`src/rtl/yp_uart_rx.sv`:
```
// UART receive stage: oversamples the serial line, recovers start/data/even-parity/stop
// frames and presents each word with parity and framing status on a one-cycle valid pulse.
module yp_uart_rx #(
  parameter int DATA_WIDTH   = 8,
  parameter int CLKS_PER_BIT = 16
) (
  input  logic                  i_clk,
  input  logic                  i_rstn,
  input  logic                  i_rx_data,
  output logic                  o_rx_valid,
  output logic [DATA_WIDTH-1:0] o_rx_data,
  output logic                  o_parity_err,
  output logic                  o_frame_err,
  output logic                  o_busy
);

  localparam int HALF  = CLKS_PER_BIT / 2;
  localparam int CNT_W = $clog2(CLKS_PER_BIT);
  localparam int IDX_W = (DATA_WIDTH > 1) ? $clog2(DATA_WIDTH) : 1;

  localparam logic [CNT_W-1:0] CNT_HALF = CNT_W'(HALF - 1);
  localparam logic [CNT_W-1:0] CNT_FULL = CNT_W'(CLKS_PER_BIT - 1);
  localparam logic [IDX_W-1:0] IDX_LAST = IDX_W'(DATA_WIDTH - 1);

  typedef enum logic [2:0] {
    S_IDLE,
    S_START,
    S_DATA,
    S_PARITY,
    S_STOP
  } state_t;

  state_t                state_q, state_d;
  logic [CNT_W-1:0]      cnt_q, cnt_d;
  logic [IDX_W-1:0]      idx_q, idx_d;
  logic [DATA_WIDTH-1:0] shift_q, shift_d;
  logic                  par_err_q, par_err_d;

  logic                  valid_q, valid_d;
  logic [DATA_WIDTH-1:0] data_q, data_d;
  logic                  perr_q, perr_d;
  logic                  ferr_q, ferr_d;

  logic                  sync1_q;
  logic                  rx_s_q;
  logic                  rx_prev_q;
  logic                  fall_edge;

  // Two-flop synchronizer plus one delay stage for falling-edge detection.
  // All reset to the idle-high line level so reset release never looks like a start.
  always_ff @(posedge i_clk or negedge i_rstn) begin
    if (!i_rstn) begin
      sync1_q   <= 1'b1;
      rx_s_q    <= 1'b1;
      rx_prev_q <= 1'b1;
    end else begin
      sync1_q   <= i_rx_data;
      rx_s_q    <= sync1_q;
      rx_prev_q <= rx_s_q;
    end
  end

  assign fall_edge = ~rx_s_q & rx_prev_q;

  always_ff @(posedge i_clk or negedge i_rstn) begin
    if (!i_rstn) begin
      state_q   <= S_IDLE;
      cnt_q     <= '0;
      idx_q     <= '0;
      shift_q   <= '0;
      par_err_q <= 1'b0;
      valid_q   <= 1'b0;
      data_q    <= '0;
      perr_q    <= 1'b0;
      ferr_q    <= 1'b0;
    end else begin
      state_q   <= state_d;
      cnt_q     <= cnt_d;
      idx_q     <= idx_d;
      shift_q   <= shift_d;
      par_err_q <= par_err_d;
      valid_q   <= valid_d;
      data_q    <= data_d;
      perr_q    <= perr_d;
      ferr_q    <= ferr_d;
    end
  end

  // Every sampling point clears cnt, which is also the entry to the following state.
  always_comb begin
    state_d   = state_q;
    cnt_d     = cnt_q + CNT_W'(1);
    idx_d     = idx_q;
    shift_d   = shift_q;
    par_err_d = par_err_q;
    valid_d   = 1'b0;
    data_d    = data_q;
    perr_d    = perr_q;
    ferr_d    = ferr_q;

    unique case (state_q)
      S_IDLE: begin
        cnt_d = '0;
        if (fall_edge) begin
          state_d = S_START;
        end
      end

      S_START: begin
        if (cnt_q == CNT_HALF) begin
          cnt_d = '0;
          idx_d = '0;
          // A line back high at mid-start was a glitch; drop it silently.
          state_d = rx_s_q ? S_IDLE : S_DATA;
        end
      end

      S_DATA: begin
        if (cnt_q == CNT_FULL) begin
          cnt_d          = '0;
          shift_d[idx_q] = rx_s_q;
          if (idx_q == IDX_LAST) begin
            state_d = S_PARITY;
          end else begin
            idx_d = idx_q + IDX_W'(1);
          end
        end
      end

      S_PARITY: begin
        if (cnt_q == CNT_FULL) begin
          cnt_d     = '0;
          par_err_d = rx_s_q ^ (^shift_q);
          state_d   = S_STOP;
        end
      end

      S_STOP: begin
        // Leaving at mid-stop lets a start bit right after a full stop bit be seen.
        if (cnt_q == CNT_FULL) begin
          cnt_d   = '0;
          state_d = S_IDLE;
          valid_d = 1'b1;
          data_d  = shift_q;
          perr_d  = par_err_q;
          ferr_d  = ~rx_s_q;
        end
      end

      default: begin
        state_d = S_IDLE;
        cnt_d   = '0;
      end
    endcase
  end

  assign o_rx_valid   = valid_q;
  assign o_rx_data    = data_q;
  assign o_parity_err = perr_q;
  assign o_frame_err  = ferr_q;
  assign o_busy       = (state_q != S_IDLE);

endmodule

```
`config.mk`:
```
export PLATFORM = sky130hd
export DESIGN_NAME = yp_uart_rx
export DESIGN_NICKNAME = d
export VERILOG_FILES = /design/src/rtl/yp_uart_rx.sv
export SDC_FILE = /design/constraint.sdc
export NUM_CORES = 1
export LEC_CHECK = 0
export CAP_MARGIN = 30
export CORE_UTILIZATION = 45
export DETAILED_ROUTE_END_ITERATION = 7
export PLACE_DENSITY = 0.65
export SYNTH_ARGS = -nofsm -noshare
export SYNTH_HDL_FRONTEND = slang
export SYNTH_SLANG_ARGS = --single-unit
```
`constraint.sdc`:
```
create_clock -name i_clk -period 3.1 [get_ports i_clk]
set_input_delay 0.62 -clock i_clk [delete_from_list [all_inputs] [get_ports i_clk]]
set_output_delay 0.62 -clock i_clk [all_outputs]
set_load 0.005 [all_outputs]
```
==> metrics.txt <==
largest net degree at the start of global routing=34; Tmin final=2300 ps; Final GP Congestion=0.838; CP Class=flip-flop to output port; PD cells=413 nW/µm²; status=finished, final reports clean; last element of the critical path=o_busy; Syn-to-layout area delta=15.0%; fin crit share=74.3%; crit path max-delay cell type=dfrtp_1; CTS Buf Count=5; Die H=61.1 µm; CTS tree=built; CP Data Arrival Time=1680 ps; crit-path max cell delay=510 ps; Int Pwr=0.583 mW; vias in the first global route=866; Setup crit end kind=output port; CTS Hold Bufs=0; Sw Share=22.1%; Num Clock Sinks=33; Final Max Slew Viols=0; worst vdd ir=0.000188 V; Mapped Cells=123; Reg clk slew, reported paths=100 ps; wire length on met3=87 µm; drt total wl=2.52 mm; reg-to-reg startpoint=idx_q[1]$_DFFE_PN0P_; largest cells by area after synthesis=dfrtp_1 (48%), mux2_4 (7.6%), dfstp_2 (5.0%), mux2_2 (5.0%), xnor2_1 (3.9%); syn_area_per_cell=12.8 µm²; Crit Reg-Reg Endpoint=idx_q[0]$_DFFE_PN0P_; Logic pwr share=4.2%; Initial Utilization=47.2%; synthesized cell area=1570 µm²; ys async rst share=100%; YS warnings=0; DP Wirelength=1.78 mm; number of synthesized register bits=33; clock root cell=clkbuf_4; DR vias=937; drt pass-1 iters=3; core area=3340 µm²; IO buf count=14; Slew headroom=72.7%; routed length on met2=1.12 mm; Final Util=54.3%; RSZ-0062 raised after global routing=false; LEAKAGE=0.875 nW; later-pin clock latency in the skew report=330 ps; final cell count without fillers=187; worst-margin pin slew=409 ps; Max Buffers Root-to-Sink=2; Worst Hold Class=flip-flop to flip-flop; Worst Setup Start Kind=flip-flop; die area=3740 µm²; wire per inst=13.5 µm; M1 WL=1.27 mm; Post-route DRC=0; fraction of layout cells with a size suffix above 1=22.0%; Final ANT Viol Nets=0; Sw Pwr=0.165 mW; Commonest cells post-synth=dfrtp_1 (30), mux2_4 (8), mux2_2 (7), xnor2_1 (7); number of distinct library cells after synthesis=38; EDFF count, synth=0; final setup violation count=0; Crit. Startpoint=state_q[0]$_DFFE_PN0P_; max layer used=met4; reg2reg setup slack=1170 ps; most common cell in the netlist=dfrtp_1; setup bufs post-CTS=0; # rows=21; initial antenna violation count=0; GRT Total Usage=15.6%; H-tree Lvls=2; Fin. Hold Viols=0; Final #Nets=146; Vias/cell=5.01; Max-cap violations=0; fill count=296; worst path cell trace=or3_1 > clkdlybuf4s50_1; r2r worst-path depth=6; First DRT Iteration DRCs=39; critical-path maximum fanout=11; total I/O pin count=15; post-synth top area share=47.7%; Reg power frac=59.6%; area leader, netlist=dfrtp_1; Critical Path RT=2480 ps; Synth Net Count=129; setup TNS=0 ps; CTS resizes=0; Peak Freq=434 MHz; Primary FF master, synth=dfrtp_1; Worst Skew=7.02 ps; clock power share=36.2%; ant diodes=0; Inst Count DP=179; worst hold path depth=0; Seq/Total Area, Yosys=52.7%; Die W=61.1 µm; first-pass GRT wire length=4.06 mm; total gr overflow=0
-- how the worst min path moves through the flow --
| stage | start | to | slack [ps] |
|---|---|---|---|
| floorplan | i_rstn | cnt_q[0]$_DFF_PN0_ | 320 |
| global route | sync1_q$_DFF_PN1_ | rx_s_q$_DFF_PN1_ | 370 |
| global placement | sync1_q$_DFF_PN1_ | rx_s_q$_DFF_PN1_ | 350 |
| CTS | sync1_q$_DFF_PN1_ | rx_s_q$_DFF_PN1_ | 370 |
| detailed placement | sync1_q$_DFF_PN1_ | rx_s_q$_DFF_PN1_ | 350 |
| finish | sync1_q$_DFF_PN1_ | rx_s_q$_DFF_PN1_ | 370 |
-- registers in the layout, indices dropped and copies added, names as in the netlist --
signal and count:
cnt_q 4, idx_q 3, o_frame_err 1, o_parity_err 1, o_rx_data 8, o_rx_valid 1, par_err_q 1, rx_prev_q 1
rx_s_q 1, shift_q 8, state_q 3, sync1_q 1
-- critical path, delay by kind of cell (launching register included) --
family / cells / cell delay (ps)
buffers and inverters: 1 / 450
flip-flops: 1 / 510
AND/OR/NAND/NOR: 1 / 400
-- per-layer routing --
metal	up-vias	global-route usage (%)
met5	-	0
met4	0	6.82
met3	6	5.67
met2	15	23.4
met1	452	20.3
li1	464	-
-- power groups by stage --
stage	sequential (mW)	combinational, mW	clock (mW)
finish	0.446	0.0318	0.271
global route	0.447	0.0370	0.303
CTS	0.446	0.0333	0.279
detailed placement	0.454	0.0331	0
global placement	0.454	0.0328	0
floorplan	0.449	0.0204	0
-- logic make-up (layout without fill, tap and decap cells) --
family          Yosys count  in the layout  share of synthesized area [%]
buf+inv                   9             27                           3.42
fa+ha+maj                 3              3                           2.38
mux                      20             20                           16.1
compound gates           10             10                           4.69
flops                    33             33                           52.7
xor+xnor                 10             10                           6.44
simple gates             38             38                           14.3
-- cell type report --
cell class,instances,area [µm²],area share [%]
inverters,4,15.0,0.829
clock buffers,7,65.1,3.59
multi-input cells,81,691,38.1
clock inverters,1,5.00,0.276
flip-flops and latches,33,830,45.8
repair buffers,15,148,8.15
well taps,46,57.6,3.18
-- cell usage in the layout, fill, tap and decap left out, types with 4 or more instances in the layout --
cell and count:
xnor2_1 7, mux2_4 8, nand3_1 5, nor3_1 5
clkdlybuf4s50_1 14, mux2_2 7, clkbuf_4 5, inv_1 4
nor2_1 6, nand2_1 6, dfrtp_1 30
-- metrics by stage --
stage	area, µm²	hold WS, ps	setup WS, ps	power, mW
CTS	1810	366	787	0.758
global placement	1740	346	1160	0.487
global route	1810	374	732	0.787
finish	1810	368	798	0.748
floorplan	1570	324	1290	0.469
detailed placement	1740	348	1160	0.487
No activity file was read; power rests on OpenSTA's default activity.
